## src/rtl/wb_group_arbiter_pkg.sv

```systemverilog
// rtl/wb_group_arbiter_pkg.sv - shared types and limits for the writeback group arbiter
//
// Purpose: arbitration mode enum, global sizing limits and the packed
//          writeback result record used by the group arbiter and its users.
// Ports:   none (package).
package wb_group_arbiter_pkg;

    localparam int MAX_NUM_UNITS = 8;
    localparam int MAX_IDS       = 16;
    localparam int XLEN          = 32;

    localparam int WB_ID_W   = $clog2(MAX_IDS);
    localparam int WB_UNIT_W = $clog2(MAX_NUM_UNITS);

    typedef enum logic [0:0] {
        WB_ARB_PRIORITY,
        WB_ARB_ROUND_ROBIN
    } wb_arb_mode_t;

    typedef struct packed {
        logic [WB_ID_W-1:0]   id;
        logic [XLEN-1:0]      rd;
        logic [WB_UNIT_W-1:0] unit;
    } wb_arb_result_t;

endpackage

```

## src/rtl/wb_group_arbiter_rotating_priority_encoder.sv

```systemverilog
// rtl/wb_group_arbiter_rotating_priority_encoder.sv - one-hot priority pick starting at a given index
//
// Purpose: grants the first requester found when scanning upward from
//          i_start and wrapping from N-1 back to 0.
// Ports:   i_req   - request vector
//          i_start - index with highest priority this cycle
//          o_grant - one-hot grant (all-zero when no request)
//          o_valid - at least one request was granted
module rotating_priority_encoder #(
    parameter  int N  = 4,
    localparam int SW = (N > 1) ? $clog2(N) : 1
) (
    input  logic [N-1:0]  i_req,
    input  logic [SW-1:0] i_start,
    output logic [N-1:0]  o_grant,
    output logic          o_valid
);

    // Pass 0 scans indices at or above the start point, pass 1 wraps to the
    // indices below it; the first hit wins.
    always_comb begin
        o_grant = '0;
        o_valid = 1'b0;
        for (int p = 0; p < 2; p++) begin
            for (int j = 0; j < N; j++) begin
                if (!o_valid && i_req[j] && ((p == 0) == (j >= int'(i_start)))) begin
                    o_grant[j] = 1'b1;
                    o_valid    = 1'b1;
                end
            end
        end
    end

endmodule

```

## src/rtl/wb_group_arbiter.sv

```systemverilog
// rtl/wb_group_arbiter.sv - writeback group arbiter with registered output and backpressure
//
// Purpose: picks one completing unit per cycle (fixed priority or round-robin)
//          and loads its result into a single output register.
//          Optional starvation guard enabled by macro WB_ARB_STARVATION_GUARD_EN.
// Ports:   i_clk, i_rst     - clock, asynchronous active-high reset
//          i_unit_done      - per-unit result pending
//          i_unit_id        - per-unit instruction ID (unit i at [i*ID_W +: ID_W])
//          i_unit_rd        - per-unit result (unit i at [i*DATA_W +: DATA_W])
//          o_unit_ack       - one-hot grant, combinational
//          i_wb_ready       - downstream accepts the output register
//          o_wb_valid/o_wb_id/o_wb_rd/o_wb_unit - registered writeback
module wb_group_arbiter
    import wb_group_arbiter_pkg::*;
#(
    parameter  int           NUM_UNITS    = 5,
    parameter  int           DATA_W       = 32,
    parameter  int           ID_W         = 4,
    parameter  wb_arb_mode_t MODE         = WB_ARB_PRIORITY,
    parameter  int           STARVE_LIMIT = 8,
    localparam int           UNIT_W       = (NUM_UNITS > 1) ? $clog2(NUM_UNITS) : 1
) (
    input  logic                        i_clk,
    input  logic                        i_rst,
    input  logic [NUM_UNITS-1:0]        i_unit_done,
    input  logic [NUM_UNITS*ID_W-1:0]   i_unit_id,
    input  logic [NUM_UNITS*DATA_W-1:0] i_unit_rd,
    output logic [NUM_UNITS-1:0]        o_unit_ack,
    input  logic                        i_wb_ready,
    output logic                        o_wb_valid,
    output logic [ID_W-1:0]             o_wb_id,
    output logic [DATA_W-1:0]           o_wb_rd,
    output logic [UNIT_W-1:0]           o_wb_unit
);

    logic                 r_wb_valid;
    logic [ID_W-1:0]      r_wb_id;
    logic [DATA_W-1:0]    r_wb_rd;
    logic [UNIT_W-1:0]    r_wb_unit;
    logic [UNIT_W-1:0]    r_rr_ptr;

    logic                 w_can_load;
    logic [UNIT_W-1:0]    w_start;
    logic [NUM_UNITS-1:0] w_mode_grant;
    logic                 w_mode_valid;
    logic [NUM_UNITS-1:0] w_sel_grant;
    logic                 w_sel_valid;
    logic [NUM_UNITS-1:0] w_ack;
    logic [UNIT_W-1:0]    w_sel_idx;
    logic [UNIT_W-1:0]    w_next_ptr;
    logic [ID_W-1:0]      w_sel_id;
    logic [DATA_W-1:0]    w_sel_rd;

    // The register can take a new result when empty or being drained now.
    assign w_can_load = !r_wb_valid || i_wb_ready;
    assign w_start    = (MODE == WB_ARB_ROUND_ROBIN) ? r_rr_ptr : '0;

    rotating_priority_encoder #(.N(NUM_UNITS)) u_mode_enc (
        .i_req   (i_unit_done),
        .i_start (w_start),
        .o_grant (w_mode_grant),
        .o_valid (w_mode_valid)
    );

`ifdef WB_ARB_STARVATION_GUARD_EN
    localparam int CNT_W = $clog2(STARVE_LIMIT + 1);

    logic [CNT_W-1:0]     r_wait_cnt [NUM_UNITS];
    logic [NUM_UNITS-1:0] w_starved;
    logic [NUM_UNITS-1:0] w_starve_grant;
    logic                 w_starve_valid;

    always_comb begin
        w_starved = '0;
        for (int i = 0; i < NUM_UNITS; i++) begin
            w_starved[i] = i_unit_done[i] && (r_wait_cnt[i] == CNT_W'(STARVE_LIMIT));
        end
    end

    // Starved units bypass the mode and are served lowest index first.
    rotating_priority_encoder #(.N(NUM_UNITS)) u_starve_enc (
        .i_req   (w_starved),
        .i_start ('0),
        .o_grant (w_starve_grant),
        .o_valid (w_starve_valid)
    );

    assign w_sel_grant = w_starve_valid ? w_starve_grant : w_mode_grant;
    assign w_sel_valid = w_starve_valid || w_mode_valid;

    // Waiting only counts on cycles where a grant was actually possible.
    always_ff @(posedge i_clk or posedge i_rst) begin
        if (i_rst) begin
            for (int i = 0; i < NUM_UNITS; i++) r_wait_cnt[i] <= '0;
        end else begin
            for (int i = 0; i < NUM_UNITS; i++) begin
                if (!i_unit_done[i] || w_ack[i]) begin
                    r_wait_cnt[i] <= '0;
                end else if (w_can_load && (r_wait_cnt[i] != CNT_W'(STARVE_LIMIT))) begin
                    r_wait_cnt[i] <= r_wait_cnt[i] + CNT_W'(1);
                end
            end
        end
    end
`else
    assign w_sel_grant = w_mode_grant;
    assign w_sel_valid = w_mode_valid;
`endif

    assign w_ack      = (w_can_load && !i_rst) ? w_sel_grant : '0;
    assign o_unit_ack = w_ack;

    always_comb begin
        w_sel_idx = '0;
        w_sel_id  = '0;
        w_sel_rd  = '0;
        for (int i = 0; i < NUM_UNITS; i++) begin
            if (w_sel_grant[i]) begin
                w_sel_idx = UNIT_W'(i);
                w_sel_id  = i_unit_id[i*ID_W +: ID_W];
                w_sel_rd  = i_unit_rd[i*DATA_W +: DATA_W];
            end
        end
    end

    assign w_next_ptr = (w_sel_idx == UNIT_W'(NUM_UNITS - 1)) ? '0 : w_sel_idx + UNIT_W'(1);

    always_ff @(posedge i_clk or posedge i_rst) begin
        if (i_rst) begin
            r_wb_valid <= 1'b0;
            r_wb_id    <= '0;
            r_wb_rd    <= '0;
            r_wb_unit  <= '0;
            r_rr_ptr   <= '0;
        end else if (w_can_load) begin
            r_wb_valid <= w_sel_valid;
            if (w_sel_valid) begin
                r_wb_id   <= w_sel_id;
                r_wb_rd   <= w_sel_rd;
                r_wb_unit <= w_sel_idx;
                r_rr_ptr  <= w_next_ptr;
            end
        end
    end

    assign o_wb_valid = r_wb_valid;
    assign o_wb_id    = r_wb_id;
    assign o_wb_rd    = r_wb_rd;
    assign o_wb_unit  = r_wb_unit;

`ifndef SYNTHESIS
    a_params: assert property (@(posedge i_clk)
        (STARVE_LIMIT >= 1) && (NUM_UNITS >= 1) && (NUM_UNITS <= MAX_NUM_UNITS));
    a_ack_onehot0: assert property (@(posedge i_clk) disable iff (i_rst)
        $onehot0(o_unit_ack));
    a_ack_needs_done: assert property (@(posedge i_clk) disable iff (i_rst)
        ((o_unit_ack & ~i_unit_done) == '0));
    a_hold_stable: assert property (@(posedge i_clk) disable iff (i_rst)
        (r_wb_valid && !i_wb_ready) |=> ($stable(r_wb_id) && $stable(r_wb_rd)));
`endif

endmodule

```

## config.mk

```make
export PLATFORM = sky130hd
export DESIGN_NAME = wb_group_arbiter
export DESIGN_NICKNAME = d
export VERILOG_FILES = /design/src/rtl/wb_group_arbiter_pkg.sv /design/src/rtl/wb_group_arbiter_rotating_priority_encoder.sv /design/src/rtl/wb_group_arbiter.sv
export SDC_FILE = /design/constraint.sdc
export NUM_CORES = 1
export LEC_CHECK = 0
export ABC_AREA = 1
export BUFFER_PORTS_ARGS = -buffer_cell sky130_fd_sc_hd__buf_2
export CORE_MARGIN = 2
export CORE_UTILIZATION = 44
export CTS_BUF_LIST = sky130_fd_sc_hd__clkbuf_8 sky130_fd_sc_hd__clkbuf_16
export DETAILED_ROUTE_END_ITERATION = 12
export GPL_TIMING_DRIVEN = 0
export PLACE_DENSITY = 0.87
export SETUP_SLACK_MARGIN = 0.3
export SYNTH_ARGS = -nofsm -noshare
export SYNTH_HDL_FRONTEND = slang
export SYNTH_HIERARCHICAL = 1
export SYNTH_SLANG_ARGS = --single-unit
export TNS_END_PERCENT = 1
```

## constraint.sdc

```tcl
create_clock -name i_clk -period 2.89 [get_ports i_clk]
set_input_delay 0.578 -clock i_clk [delete_from_list [all_inputs] [get_ports i_clk]]
set_output_delay 0.578 -clock i_clk [all_outputs]
set_load 0.05 [all_outputs]
```

==> metrics.md <==
| Metric | Value |
|---|---|
| Max_cap viols | 0 |
| Largest net degree at the start of global routing | 22 |
| Unique masters post-synth | 21 |
| Crit. End Element | primary output |
| Clock root buffer | clkbuf_8 |
| Post-Syn Area per Cell | about 5.3 um^2 |
| Initial Util | 45.7% |
| CP top delay family | simple AND/OR/NAND/NOR gates |
| DRC errors left | 0 |
| Overflow after GRT | 0 |
| Vias in the first global route | between 4,000 and 5,000 |
| Std-Cell Rows | 33 |
| CTS H-tree lvls | 2 |
| HPWL Detailed | 10.5 mm |
| Worst clock skew | 0.00624 ns |
| Largest area contributor in the netlist | nand2_1 |
| Period utilization | roughly nine tenths |
| Fill cells | 797 |
| Seq/Total Area, Yosys | 26.5% |
| WL final | 15.1 mm |
| Final worst path period need | 2.61 ns |
| VDD IR-drop max | ~0.00028 V |
| CTS Buf Count | 5 |
| CP arrival | 2.04 ns |
| Slew HR | a little under a quarter |
| Slowest stage delay, CP | approximately 0.18 ns |
| Clk buf depth | 2 |
| Final GP Congestion | 0.902 |
| Slew Limit Fails | 0 |
| Post-route ant nets | 0 |
| Worst-margin pin slew | 1.15 ns |
| Port buffer count | ~230 |
| I/O pins | 233 |
| Total track usage | 30.7% |
| Initial antenna violation count | 2 |
| Share of cells above drive strength 1 | between 30% and 40% |
| Die area | 9330 um^2 |
| Mapped Cells | 717 |
| Initial DRC count | 321 |
| Post-synth top cells | nand2_1, inv_1, nor2_1, dfrtp_1, nand3_1 |
| First-pass GRT wire length | 21.9 mm |
| CTS clk-pin slew, worst paths | approximately 0.080 ns |
| CP required | 2.31 ns |
| Worst skew pair latency | 0.29 ns |
| Worst path cell trace | buf_6 -> nand2_4 -> nand2_4 -> nor2_4 -> nand4_4 -> nor2_4 -> buf_4 -> nand2_1 -> o31ai_2 -> inv_1 -> buf_6 -> nor2_2 -> buf_6 |
| Power Total | between 2 and 2.5 mW |
| Area share of the largest cell type after synthesis | 40.6% |
| Power Density | 442 nW/um^2 |
| Routed via count | between 5,000 and 6,000 |
| Hold buffers post-CTS | 0 |
| Core Region | 8260 um^2 |
| Pleak | 3.67 nW |
| Top-count cell post-synth | nand2_1 |
| Status | completed |
| RSZ-0062 raised after global routing | yes |
| Worst setup SP type | input port |
| Die height | 96.6 um |
| CTS tree | built |
| Synth Cell Area | ~3800 um^2 |
| Critical path's slowest cell | buf_6 |
| FF+latch count, synth | 40 |
| Critical path fanouts, max | 4 |
| Final Util | 66.9% |
| Wire length per cell | about 14 um |
| Post-synth ARST share | 100% |
| Leading post-synthesis cells by cell area | nand2_1, dfrtp_1, inv_1 |
| Top FF cell, synth | dfrtp_1 |
| Worst Hold Class | input port to asynchronous set/reset pin |
| Max Freq | 383 MHz |
| Yosys warns | 6 |
| First-pass DRT Iterations | 5 |
| CP Class | input port to primary output |
| Clock sinks | 40 |
| Hold Vio Cnt, Final | 0 |
| Most used cell along the critical path | buf_6 |
| Die W | between 90 and 100 um |
| Final setup viols | 0 |
| Syn-to-layout area delta | 46.5% |
| Detailed-route vias per instance | 4.93 |
| Final #Nets | 1,172 |
| WP buf/inv | 5 |
| Post-synth EDFFs | 0 |
==> power by group <==
part	switching (mW)	internal [mW]
clock	0.206	0.253
combinational	0.891	0.376
sequential	0.0513	0.662
total	1.15	1.29
==> layer usage <==
metal  up-vias  GRT usage (%)  share of wire [%]
li1       2649              -                  -
met1      2363           37.1                 39
met2       316           55.7                 49
met3        46           4.73                9.2
met4         2           9.86                3.0
met5         -              0              0.086
==> sequential cells by signal, indices dropped and copies added, names as in the netlist <==
register / cells
o_wb_valid: 1
o_wb_id: 4
o_wb_unit: 3
o_wb_rd: 32
==> final cells by class <==
class | instances | area [um^2] | area share (%)
buffer | 40 | 250 | 4.53
timing repair buffer | 249 | 1340 | 24.2
clock buffer | 5 | 68.8 | 1.25
sequential | 40 | 1000 | 18.1
antenna | 1 | 2.50 | 0.0453
tap | 105 | 131 | 2.38
timing repair inverter | 2 | 10.0 | 0.181
inverter | 85 | 330 | 5.98
clock inverter | 3 | 38.8 | 0.702
multi-input combinational | 561 | 2360 | 42.7
==> cells by family after synthesis <==
family | synth area share (%)
compound gates | 6.04
buf+inv | 14.1
flops | 26.5
other cells | 0.0994
simple gates | 53.3
==> cell usage in the layout, fill, tap and decap left out, drive strengths merged <==
cell      instances
nand2           411
buf             285
inv              79
nor2             52
dfrtp            40
nand3            40
a21oi            37
conb             10
clkbuf            9
clkinv            7
o21ai             7
clkinvlp          3
nand4             3
diode             1
bufinv            1
o31ai             1
==> metrics by stage <==
stage / instances / setup WS, ns / hold WS [ns] / instance area (um^2) / TNS (ns)
after floorplan: 726 / 0.177 / 0.561 / 3820 / 0
after global placement: 1063 / -0.249 / 0.462 / 5110 / -0.329
after detailed placement: 1063 / -0.273 / 0.473 / 5110 / -0.405
after CTS: 1086 / 0.304 / 0.374 / 5420 / 0
after global routing: 1091 / 0.220 / 0.294 / 5530 / 0
final: 1091 / 0.276 / 0.288 / 5530 / 0
==> worst paths after layout <==
kind                       cells after the start            from       endpoint  slack [ns]
max in group asynchronous                      2           i_rst    o_wb_rd[12]        1.78
hold reg to reg                                2    o_wb_unit[1]   o_wb_unit[1]        0.50
setup reg to reg                               6      o_wb_valid     o_wb_rd[2]        1.45
setup / recovery                              13  i_unit_done[1]  o_unit_ack[2]        0.28
hold / removal                                 2           i_rst     o_wb_rd[5]        0.29
min in group i_clk                             2    o_wb_unit[1]   o_wb_unit[1]        0.50
==> what timing repair did <==
item	CTS	global route
setup endpoints to repair	5	44
pin swaps	9	5
gates resized for setup	28	27
gates cloned	1	1
buffers inserted	14	3
Note: power is estimated with default switching activity, not from simulation.
